**src/rtl/spi_flash_rd_seq.sv**
```systemverilog
`default_nettype none
// ============================================================================
//  Module      : spi_flash_rd_seq
//  Description : Sequencer for SPI NOR flash reads. Accepts a read request
//                (24-bit address, length-1) and walks the byte shift-engine
//                through command, address, optional dummy and data bytes.
//                Each received data byte is returned on a ready/valid channel.
//                Response back-pressure stalls the SPI transfer. After the
//                last byte, chip select is held high for CS_IDLE cycles.
//                Optional feature macro: SPI_FLASH_FAST_READ_EN
//                  defined   : FAST READ (0x0B) with one dummy byte
//                  undefined : READ (0x03) with no dummy byte
//  Revision    : 1.0 - initial release
// ============================================================================
module spi_flash_rd_seq #(
    parameter int CS_IDLE = 4              // nss_o high cycles, 1..15
) (
    input  logic        clk_i,
    input  logic        rst_i,
    // read-request channel
    input  logic        req_valid_i,
    output logic        req_ready_o,
    input  logic [23:0] req_addr_i,
    input  logic [7:0]  req_len_i,
    // read-data channel
    output logic        rsp_valid_o,
    input  logic        rsp_ready_i,
    output logic [7:0]  rsp_data_o,
    output logic        rsp_last_o,
    // byte shift-engine handshake
    output logic        eng_start_o,
    output logic [7:0]  eng_tx_o,
    input  logic        eng_done_i,
    input  logic [7:0]  eng_rx_i,
    // flash chip select, active low
    output logic        nss_o
);

    // ------------------------------------------------------------------------
    // State encoding
    // ------------------------------------------------------------------------
    localparam logic [3:0] c_st_idle  = 4'd0;
    localparam logic [3:0] c_st_cmd   = 4'd1;
    localparam logic [3:0] c_st_addr2 = 4'd2;
    localparam logic [3:0] c_st_addr1 = 4'd3;
    localparam logic [3:0] c_st_addr0 = 4'd4;
    localparam logic [3:0] c_st_dummy = 4'd5;
    localparam logic [3:0] c_st_data  = 4'd6;
    localparam logic [3:0] c_st_rsp   = 4'd7;
    localparam logic [3:0] c_st_cshi  = 4'd8;

`ifdef SPI_FLASH_FAST_READ_EN
    // FAST READ: one dummy byte between the address and the data phase
    localparam logic [7:0] c_cmd_byte       = 8'h0B;
    localparam logic [3:0] c_st_after_addr0 = c_st_dummy;
`else
    // Plain READ: data follows the address directly
    localparam logic [7:0] c_cmd_byte       = 8'h03;
    localparam logic [3:0] c_st_after_addr0 = c_st_data;
`endif

    // Last count value of the chip-select high phase
    localparam logic [3:0] c_cs_last = 4'(CS_IDLE - 1);

    // ------------------------------------------------------------------------
    // Signals
    // ------------------------------------------------------------------------
    logic [3:0]  r_state;
    logic [3:0]  w_state_nxt;
    logic        r_start;          // high in the first cycle of a byte state
    logic [23:0] r_addr;
    logic [7:0]  r_len;            // requested byte count minus one
    logic [7:0]  r_cnt;            // index of the data byte in flight
    logic [7:0]  r_rsp_data;
    logic        r_rsp_last;
    logic [3:0]  r_cs_cnt;

    logic        w_byte_state;     // current state drives an engine byte
    logic        w_eng_adv;        // engine finished the byte we started
    logic        w_req_fire;
    logic        w_rsp_fire;
    logic        w_start_nxt;

    // True for states that push one byte through the shift engine
    function automatic logic is_byte_state(input logic [3:0] st);
        case (st)
            c_st_cmd, c_st_addr2, c_st_addr1,
            c_st_addr0, c_st_dummy, c_st_data: is_byte_state = 1'b1;
            default:                           is_byte_state = 1'b0;
        endcase
    endfunction

    // Handshake qualifiers; eng_done_i only counts once the start pulse is over
    always_comb begin
        w_byte_state = is_byte_state(r_state);
        w_eng_adv    = w_byte_state && !r_start && eng_done_i;
        w_req_fire   = req_valid_i && req_ready_o;
        w_rsp_fire   = (r_state == c_st_rsp) && rsp_ready_i;
        // Every byte state is entered from a different state, so a state
        // change into a byte state marks exactly one start pulse.
        w_start_nxt  = is_byte_state(w_state_nxt) && (w_state_nxt != r_state);
    end

    // ------------------------------------------------------------------------
    // FSM state register
    // ------------------------------------------------------------------------
    // State and start-pulse registers; reset aborts any transfer at once
    always_ff @(posedge clk_i) begin
        if (rst_i) begin
            r_state <= c_st_idle;
            r_start <= 1'b0;
        end else begin
            r_state <= w_state_nxt;
            r_start <= w_start_nxt;
        end
    end

    // ------------------------------------------------------------------------
    // FSM next-state logic
    // ------------------------------------------------------------------------
    // Sequence: CMD, ADDR2..0, optional DUMMY, then DATA/RSP per byte, CSHI
    always_comb begin
        w_state_nxt = r_state;
        case (r_state)
            c_st_idle: begin
                if (w_req_fire) begin
                    w_state_nxt = c_st_cmd;
                end
            end
            c_st_cmd: begin
                if (w_eng_adv) begin
                    w_state_nxt = c_st_addr2;
                end
            end
            c_st_addr2: begin
                if (w_eng_adv) begin
                    w_state_nxt = c_st_addr1;
                end
            end
            c_st_addr1: begin
                if (w_eng_adv) begin
                    w_state_nxt = c_st_addr0;
                end
            end
            c_st_addr0: begin
                if (w_eng_adv) begin
                    w_state_nxt = c_st_after_addr0;
                end
            end
            c_st_dummy: begin
                if (w_eng_adv) begin
                    w_state_nxt = c_st_data;
                end
            end
            c_st_data: begin
                if (w_eng_adv) begin
                    w_state_nxt = c_st_rsp;
                end
            end
            c_st_rsp: begin
                if (w_rsp_fire) begin
                    w_state_nxt = r_rsp_last ? c_st_cshi : c_st_data;
                end
            end
            c_st_cshi: begin
                if (r_cs_cnt == c_cs_last) begin
                    w_state_nxt = c_st_idle;
                end
            end
            default: begin
                w_state_nxt = c_st_idle;
            end
        endcase
    end

    // ------------------------------------------------------------------------
    // FSM outputs
    // ------------------------------------------------------------------------
    // Chip select, request ready, response valid and the byte to shift out
    always_comb begin
        nss_o       = 1'b1;
        req_ready_o = 1'b0;
        rsp_valid_o = 1'b0;
        eng_tx_o    = 8'h00;
        case (r_state)
            c_st_idle: begin
                // Held off while reset is asserted, up the first cycle after
                req_ready_o = !rst_i;
            end
            c_st_cmd: begin
                nss_o    = 1'b0;
                eng_tx_o = c_cmd_byte;
            end
            c_st_addr2: begin
                nss_o    = 1'b0;
                eng_tx_o = r_addr[23:16];
            end
            c_st_addr1: begin
                nss_o    = 1'b0;
                eng_tx_o = r_addr[15:8];
            end
            c_st_addr0: begin
                nss_o    = 1'b0;
                eng_tx_o = r_addr[7:0];
            end
            c_st_dummy, c_st_data: begin
                nss_o    = 1'b0;
            end
            c_st_rsp: begin
                nss_o       = 1'b0;
                rsp_valid_o = 1'b1;
            end
            default: begin
                nss_o = 1'b1;
            end
        endcase
        eng_start_o = r_start;
        rsp_data_o  = r_rsp_data;
        rsp_last_o  = r_rsp_last;
    end

    // ------------------------------------------------------------------------
    // Datapath
    // ------------------------------------------------------------------------
    // Request capture, data-byte counting and response capture
    always_ff @(posedge clk_i) begin
        if (rst_i) begin
            r_addr     <= 24'h00_0000;
            r_len      <= 8'h00;
            r_cnt      <= 8'h00;
            r_rsp_data <= 8'h00;
            r_rsp_last <= 1'b0;
        end else begin
            if (w_req_fire) begin
                // Address is sent once; the flash itself handles wrap-around
                r_addr <= req_addr_i;
                r_len  <= req_len_i;
                r_cnt  <= 8'h00;
            end
            if ((r_state == c_st_data) && w_eng_adv) begin
                r_rsp_data <= eng_rx_i;
                r_rsp_last <= (r_cnt == r_len);
            end
            if (w_rsp_fire) begin
                r_cnt      <= r_cnt + 8'd1;
                r_rsp_last <= 1'b0;
            end
        end
    end

    // Chip-select high timer, running only while in CSHI
    always_ff @(posedge clk_i) begin
        if (rst_i) begin
            r_cs_cnt <= 4'd0;
        end else if (r_state == c_st_cshi) begin
            r_cs_cnt <= r_cs_cnt + 4'd1;
        end else begin
            r_cs_cnt <= 4'd0;
        end
    end

endmodule
`default_nettype wire

```
**config.mk**
```make
export PLATFORM = sky130hd
export DESIGN_NAME = spi_flash_rd_seq
export DESIGN_NICKNAME = d
export VERILOG_FILES = /design/src/rtl/spi_flash_rd_seq.sv
export SDC_FILE = /design/constraint.sdc
export NUM_CORES = 1
export LEC_CHECK = 0
export CAP_MARGIN = 20
export CORE_UTILIZATION = 30
export CTS_BUF_LIST = sky130_fd_sc_hd__clkbuf_8
export DETAILED_ROUTE_END_ITERATION = 6
export PLACE_DENSITY = 0.62
export SYNTH_ARGS = -nofsm -noshare
export SYNTH_HDL_FRONTEND = slang
export SYNTH_SLANG_ARGS = --single-unit
```
**constraint.sdc**
```tcl
create_clock -name clk_i -period 5.4 [get_ports clk_i]
set_clock_uncertainty 0.2 [all_clocks]
set_input_delay 1.62 -clock clk_i [delete_from_list [all_inputs] [get_ports clk_i]]
set_output_delay 1.62 -clock clk_i [all_outputs]
set_load 0.02 [all_outputs]
```
# Word level (Yosys, flattened, before mapping)
# Index checks and enable logic that the tools add are counted.
# op_classes
n_addsub	2
n_eq_ne	17
n_mux	18
bitwise	1
n_reduce_logical	16
# ops
operator	count
2-to-1 mux 4 bit	9
one-hot mux 4 bit (8 select lines)	1
one-hot mux 8 bit (4 select lines)	1
equality test 4 x 3 -> 1 bit, second input constant	7
equality test 4 x 2 -> 1 bit, second input constant	5
2-to-1 mux 8 bit	2
OR reduction 6 bit	2
adder 8 x 1 -> 8 bit, second input constant	1
equality test 4 x 1 -> 1 bit, second input constant	2
equality test 8 bit	1
OR reduction 7 bit	1
logical AND 1 bit	6
OR reduction 2 bit	3
2-to-1 mux 1 bit	5
adder 4 x 1 -> 4 bit, second input constant	1
equality test 4 bit, second input constant	1
logical NOT 4 bit	1
inequality test 4 bit	1
logical NOT 1 bit	2
nonzero test 2 bit	1
inverter 1 bit	1
# totals
regBits	58

# Longest topological paths before layout
# Gate-level depths: netlist of run 1.
# depth
word_depth	11
depth_mapped	8
mapped_depth_nobuf	6

# Least setup slack after synthesis of run 1
# No wires, ideal clock.
# synth_timing
kind	input -> output
from	in rst_i
to	out req_ready_o
arrival_ns	2.165
t_required_ns	3.580
slack_ns	1.415
cell_stages	3
n_path_buf	1
path_cell_list	buf_2 nor3_2 and2_1
# synth_between
elab_chain_len	2
# synth_rtl
item	line	source
from (decl)	19	input logic rst_i,
logical NOT 1 bit	188	req_ready_o = !rst_i;
2-to-1 mux 1 bit	185	case (r_state)
to (decl)	22	output logic req_ready_o,
# No other way between the ends.

# Worst setup path after layout of run 1
# Ends and elaborated chain as after synthesis.

==> results of run 1 <==
-- worst min path at each step --
stage | start | slack (ns) | endpoint | cells after the start
global route | r_cs_cnt[0] | 0.27 | r_cs_cnt[0] | 1
finish | r_cs_cnt[0] | 0.26 | r_cs_cnt[0] | 1
global placement | r_cs_cnt[0] | 0.23 | r_cs_cnt[0] | 1
CTS | r_cs_cnt[0] | 0.25 | r_cs_cnt[0] | 1
floorplan | r_cs_cnt[0] | 0.22 | r_cs_cnt[0] | 1
detailed placement | r_cs_cnt[0] | 0.24 | r_cs_cnt[0] | 1
-- cells by family after synthesis --
kind of cell               after synthesis  synth area share
and+or+nand+nor                        150             0.293
muxes                                    9            0.0337
adders and majority gates                2           0.00935
xor gates and xnor gates                12            0.0393
AOI/OAI and AO/OA                       65             0.142
buffers and inverters                   24            0.0491
DFF                                     58             0.434
-- power by group through the flow --
stage          Combinational, uW  Sequential (uW)  Clock [uW]
2_1_floorplan               70.3              473           0
3_3_place_gp                 118              479           0
3_5_place_dp                 118              480           0
4_1_cts                      119              470         477
5_1_grt                      130              474         496
6_report                     118              470         470
-- registers in the layout, summed over array words and instances (netlist names) --
name         count
rsp_data_o       8
r_addr          24
eng_start_o      1
rsp_last_o       1
r_cnt            8
r_state          4
r_cs_cnt         4
r_len            8
-- layout make-up --
class                   count  area, um^2
well taps                 108         135
clock buffers              12         165
clock inverters             4        72.6
fillers                   905        5070
repair buffers             67         666
multi-input cells         238        1390
flip-flops and latches     58        1160
inverters                   5        18.8
-- metal layers --
| metal | vias to the layer above | share of wire |
|---|---|---|
| met1 | 1026 | 0.47 |
| met2 | 39 | 0.47 |
| met3 | 11 | 0.044 |
| li1 | 1206 | - |
| met4 | 0 | 0.015 |
| met5 | - | 0 |
-- worst reg2reg max path, stage by stage (launching register included) --
cell	delay [ns]
sky130_fd_sc_hd__dfxtp_1	0.60
sky130_fd_sc_hd__nor2b_1	0.27
sky130_fd_sc_hd__nand4b_1	0.58
sky130_fd_sc_hd__nor3_1	0.37
sky130_fd_sc_hd__a21oi_1	0.06
sky130_fd_sc_hd__nor3_1	0.17
-- metrics by stage --
stage	power (uW)	instances	setup slack, ns
after floorplan	544	320	1.42
after global placement	597	476	0.498
after detailed placement	598	476	0.507
after CTS	1070	492	0.494
after global routing	1100	492	0.424
final	1060	492	0.530
-- Yosys cell counts, types with 3 or more instances --
library cell	instances
sky130_fd_sc_hd__a21oi_1	10
sky130_fd_sc_hd__nand3_1	5
sky130_fd_sc_hd__nand4_1	3
sky130_fd_sc_hd__nor2_2	3
sky130_fd_sc_hd__inv_1	5
sky130_fd_sc_hd__nand2b_1	34
sky130_fd_sc_hd__a211oi_1	3
sky130_fd_sc_hd__nor3_1	8
sky130_fd_sc_hd__nor2_1	26
sky130_fd_sc_hd__buf_4	6
sky130_fd_sc_hd__o21ai_0	36
sky130_fd_sc_hd__and3_1	3
sky130_fd_sc_hd__nand2_1	50
sky130_fd_sc_hd__buf_2	3
sky130_fd_sc_hd__clkbuf_1	8
sky130_fd_sc_hd__mux2i_1	9
sky130_fd_sc_hd__dfxtp_1	58
sky130_fd_sc_hd__xor2_1	3
sky130_fd_sc_hd__a22oi_1	9
sky130_fd_sc_hd__xnor2_1	9
==> Implementation_results.wiki, run 1 <==
{| class="wikitable"
! Metric !! Value
|-
| Status || complete, no violations
|-
| Area grow syn2layout || 34.6%
|-
| Final count of hold timing violations || 0
|-
| Number of ports placed on the die boundary || between 60 and 70
|-
| CTS tree || yes
|-
| Number of enable-type register cells in the synthesized netlist || 0
|-
| Clock share of power || 0.444
|-
| Via count || ~2300
|-
| Register bit total from synthesis || 58
|-
| First-pass GRT wire length || around 9.5 mm
|-
| Pwr per Cell Area || between 200 and 300 nW/um^2
|-
| Total die area || 9300 um^2
|-
| Net load switching power || 246 uW
|-
| Yosys synthesis warning count || 0
|-
| FF-to-FF setup slack || 3.05 ns
|-
| Number of maximum-capacitance violations || 0
|-
| Switching portion of total power || 0.233
|-
| Family with the most delay on the worst path || buffers and inverters
|-
| Vias in the first global route || roughly 2100
|-
| Proportion of synthesized flip-flops having asynchronous set or reset || 0
|-
| Max-slew headroom at the worst pin || 0.540
|-
| Terminus of the critical flop-to-flop path || rsp_last_o
|-
| Distinct cell type count after synthesis || between 40 and 50
|-
| Worst flop-to-flop path startpoint || r_state[1]
|-
| Mean instance size in the synthesized netlist || 8.36 um^2
|-
| Combinational share of power || 0.111
|-
| Final Cycle Share || 0.902
|-
| Placer congestion estimate || slightly below 0.8
|-
| Leakage power figure || 0.00138 uW
|-
| Synthesized netlist net count || approximately 370
|-
| Peak fanout along the critical path || 4
|-
| Max stage delay on crit path || about 0.61 ns
|-
| Worst hold slack after final layout || about 0.26 ns
|-
| Most common library cell in the layout ignoring fill and taps || sky130_fd_sc_hd__clkdlybuf4s50_1
|-
| Cts hold-fix bufs || 0
|-
| Instance area at placement || 3370 um^2
|-
| Initial cell density of the core || 0.308
|-
| Detailed-routing iteration count for the pre-antenna-repair pass || 4
|-
| Number of clock buffers inserted by TritonCTS || 9
|-
| Peak clock frequency supported by timing || just over 200 MHz
|-
| Area share of the leading cell type in the synthesized netlist || 0.434
|-
| Longest Clk Path Bufs || 2
|-
| CP Class || in2out
|-
| Number of nets at the end of the flow || 426
|-
| Top cell type by total area after synthesis || sky130_fd_sc_hd__dfxtp_1
|-
| Number of buffers inserted to repair setup after CTS || 0
|-
| Die width || a little under 100 um
|-
| Setup repair after global routing missed its margin || false
|-
| Most Frequent Cell on Critical Path || sky130_fd_sc_hd__clkdlybuf4s50_1
|-
| Routed Antenna Nets || 0
|-
| Final slew viol count || 0
|-
| VDD IR max || between 0.1 and 0.15 mV
|-
| Share of the yosys chip area belonging to registers || 0.434
|-
| # diodes || 0
|-
| Core region area || slightly below 9000 um^2
|-
| Kind of start point of the critical path || input port
|-
| Fraction of met1 tracks used by global routing || 0.168
|-
| Design internal power || 813 uW
|-
| Cells along the critical path || clkdlybuf4s50_1 > nor3_2 > and2_1 > clkdlybuf4s50_1
|-
| Total congestion overflow || 0
|-
| Cells taking the most area after synthesis || sky130_fd_sc_hd__dfxtp_1, sky130_fd_sc_hd__nand2b_1, sky130_fd_sc_hd__nand2_1
|-
| Number of port buffers || 65
|-
| Post-route design area || between 3000 and 4000 um^2
|-
| Worst setup endpoint || req_ready_o
|-
| Global routing's busiest layer || met2
|-
| Area of the mapped netlist || 2680 um^2
|-
| Final setup violating endpoints || 0
|-
| GR Util met2 || 0.209
|-
| Cells after Synth || between 300 and 400
|-
| Core occupancy in the finished layout || 0.415
|-
| DRC marker count from the first detailed-route iteration || around 110
|-
| Tightest Pin Transition || 0.687 ns
|-
| Worst Path Buf+Inv || 2
|-
| Maximum number of pins on one net before global-route repair || 55
|-
| Share of layout cells above drive strength 1 || 0.0755
|-
| Worst EP required || around 3.6 ns
|-
| Type of element capturing the critical path || primary output
|-
| Post-cts resize count || 0
|-
| Sequential power share || 0.444
|-
| Via density per instance || between 4 and 5
|-
| Clock sink count || 58
|-
| Class of the most critical hold timing path || reg2reg
|-
| Cell depth of the worst flop-to-flop path || 5
|-
| Leading cell types in the layout, fill and taps excluded || sky130_fd_sc_hd__clkdlybuf4s50_1, sky130_fd_sc_hd__dfxtp_1, sky130_fd_sc_hd__nand2_1, sky130_fd_sc_hd__o21ai_0, sky130_fd_sc_hd__nand2b_1
|-
| Level count of the clock H-tree || 3
|-
| Chip Height || a little under 100 um
|-
| Met3 track demand over resource in global routing || 0.0383
|-
| Dominant register cell in the synthesized netlist || sky130_fd_sc_hd__dfxtp_1
|-
| Launching instance or port of the critical path || rst_i
|-
| Placed wire-length estimate || between 4 and 5 mm
|-
| Total length of routed wires || a little over 6 mm
|-
| Critical path data arrival time || slightly above 3 ns
|-
| GRT Resource Usage Total || 0.134
|-
| CTS root buf || sky130_fd_sc_hd__clkbuf_8
|-
| Minimum period implied by the final worst setup slack || about 5 ns
|-
| Clock transition at the register clock pins on the worst setup and hold paths after CTS || around 0.06 ns
|-
| Sum of negative setup slack || 0 ns
|-
| Remaining DRCs || 0
|-
| Average detailed-routed wire length per instance || 12.3 um
|-
| Placement row count || 34
|-
| Initial antenna violation count || 0
|-
| Skew-Pair Late Insertion Delay || around 0.34 ns
|-
| Cell with the largest stage delay on the worst path || sky130_fd_sc_hd__clkdlybuf4s50_1
|-
| Crit. path cell count || 4
|}
No activity file was read; power rests on OpenSTA's default activity.
==> inputs of run 2 (changes only) <==
==> constraint.sdc (replaced) <==
create_clock -name clk_i -period 5.61 [get_ports clk_i]
set_clock_uncertainty 0.2 [all_clocks]
set_input_delay 1.683 -clock clk_i [delete_from_list [all_inputs] [get_ports clk_i]]
set_output_delay 1.683 -clock clk_i [all_outputs]
set_load 0.02 [all_outputs]
==> Implementation_results.wiki, run 2 (same netlist as run 1, synthesis figures left out) <==
{| class="wikitable"
! Metric !! Value
|-
| Skew-Pair Late Insertion Delay || 0.33 ns
|-
| Final count of hold timing violations || 0
|-
| Number of port buffers || 65
|-
| Clock sink count || between 50 and 60
|-
| Placement row count || 34
|-
| Number of nets at the end of the flow || approximately 430
|-
| Type of element capturing the critical path || primary output
|-
| Cts hold-fix bufs || 0
|-
| Routed Antenna Nets || 0
|-
| Kind of start point of the critical path || input port
|-
| Average detailed-routed wire length per instance || between 10 and 15 um
|-
| CP Class || in2out
|-
| Core occupancy in the finished layout || 0.409
|-
| Max stage delay on crit path || 0.60 ns
|-
| Remaining DRCs || 0
|-
| Number of clock buffers inserted by TritonCTS || 9
|-
| Number of ports placed on the die boundary || 66
|-
| Die width || 96.5 um
|-
| Core region area || between 8000 and 9000 um^2
|-
| Peak clock frequency supported by timing || 200 MHz
|-
| Post-cts resize count || 0
|-
| Worst EP required || 3.73 ns
|-
| Status || complete, no violations
|-
| Detailed-routing iteration count for the pre-antenna-repair pass || 4
|-
| CTS root buf || sky130_fd_sc_hd__clkbuf_8
|-
| DRC marker count from the first detailed-route iteration || 86
|-
| Initial cell density of the core || 0.308
|-
| Max-slew headroom at the worst pin || 0.533
|-
| Top register by number of flip-flops || r_addr
|-
| Cells along the critical path || clkdlybuf4s50_1 > nor3_2 > and2_1 > clkdlybuf4s50_1
|-
| Cell with the largest stage delay on the worst path || sky130_fd_sc_hd__clkdlybuf4s50_1
|-
| Longest Clk Path Bufs || 2
|-
| First-pass GRT wire length || between 9 and 10 mm
|-
| Tightest Pin Transition || approximately 0.7 ns
|-
| Crit. path cell count || 4
|-
| Minimum period implied by the final worst setup slack || between 4 and 5 ns
|-
| Via count || 2314
|-
| Most common library cell in the layout ignoring fill and taps || sky130_fd_sc_hd__clkdlybuf4s50_1
|-
| Maximum number of pins on one net before global-route repair || 55
|-
| CTS tree || yes
|-
| Worst Path Buf+Inv || 2
|-
| GRT Resource Usage Total || 0.136
|-
| Chip Height || between 90 and 100 um
|-
| Sum of negative setup slack || 0 ns
|-
| # diodes || 0
|-
| Total die area || 9300 um^2
|-
| Critical path data arrival time || between 3 and 4 ns
|-
| Leading cell types in the layout, fill and taps excluded || sky130_fd_sc_hd__clkdlybuf4s50_1, sky130_fd_sc_hd__dfxtp_1, sky130_fd_sc_hd__nand2_1, sky130_fd_sc_hd__o21ai_0, sky130_fd_sc_hd__nand2b_1
|-
| Class of the most critical hold timing path || reg2reg
|-
| Final Cycle Share || 0.891
|-
| Number of buffers inserted to repair setup after CTS || 0
|-
| Pwr per Cell Area || about 260 nW/um^2
|-
| Final slew viol count || 0
|-
| Initial antenna violation count || 0
|-
| Placed wire-length estimate || approximately 4.2 mm
|-
| Total length of routed wires || roughly 6.2 mm
|-
| Peak fanout along the critical path || 4
|-
| Leakage power figure || 0.00136 uW
|-
| Via density per instance || ~4.7
|-
| Share of layout cells above drive strength 1 || 0.0703
|-
| Most Frequent Cell on Critical Path || sky130_fd_sc_hd__clkdlybuf4s50_1
|-
| Vias in the first global route || ~2200
|-
| Clock transition at the register clock pins on the worst setup and hold paths after CTS || approximately 0.060 ns
|-
| Final setup violating endpoints || 0
|-
| Setup repair after global routing missed its margin || false
|-
| Largest register FFs || 24
|-
| Level count of the clock H-tree || 3
|-
| Total congestion overflow || 0
|-
| Family with the most delay on the worst path || buffers and inverters
|-
| Instance count along the most critical hold path || 1
|-
| Cell depth of the worst flop-to-flop path || 5
|-
| VDD IR max || between 0.08 and 0.09 mV
|-
| Placer congestion estimate || 0.812
|-
| Number of maximum-capacitance violations || 0
|-
| Area grow syn2layout || 32.6%
|}
==> run 2: cell types whose count changed in the layout (fill, tap and decap cells not counted) <==
cell                         before  now
sky130_fd_sc_hd__clkinvlp_4       1    0
sky130_fd_sc_hd__inv_1            5    7
sky130_fd_sc_hd__bufinv_16        2    0
sky130_fd_sc_hd__clkinv_2         1    2
==> run 2: worst paths after layout <==
kind	start	end	slack, ns
worst max-delay path	rst_i	req_ready_o	0.61
worst min-delay path	r_cs_cnt[0]	r_cs_cnt[0]	0.25
worst max register to register	r_state[1]	rsp_last_o	3.26
worst min register to register	r_cs_cnt[0]	r_cs_cnt[0]	0.25
==> run 2: per-layer routing <==
metal	share of wire	up-vias	GRT usage	wire length (um)
met3	0.037	11	0.0399	229
met2	0.46	41	0.221	2880
met1	0.48	1064	0.166	2980
li1	-	1198	-	-
met4	0.018	0	0.0613	111
met5	0	-	0	0
==> run 2: power by group <==
part | internal, uW | total (uW) | switching, uW | leakage, uW
Sequential | 435 | 453 | 18.1 | 0.000474
Combinational | 61.6 | 114 | 52.6 | 0.000786
Clock | 192 | 350 | 158 | 0.000105
Total | 688 | 918 | 229 | 0.00136
==> run 2: metrics by stage <==
step / std cells / hold WS (ns) / power [uW] / setup WS (ns) / instance area, um^2
after floorplan: 320 / 0.218 / 523 / 1.50 / 2680
after global placement: 476 / 0.231 / 575 / 0.573 / 3370
after detailed placement: 476 / 0.243 / 576 / 0.592 / 3370
after CTS: 492 / 0.252 / 924 / 0.583 / 3550
after global routing: 492 / 0.266 / 962 / 0.550 / 3550
final: 492 / 0.250 / 918 / 0.610 / 3550
==> run 2: final cells by class <==
| class | instances | area, um^2 |
|---|---|---|
| fill | 905 | 5130 |
| multi-input combinational | 238 | 1390 |
| sequential | 58 | 1160 |
| timing repair buffer | 67 | 666 |
| clock buffer | 12 | 165 |
| tap | 108 | 135 |
| inverter | 5 | 18.8 |
| clock inverter | 4 | 17.5 |
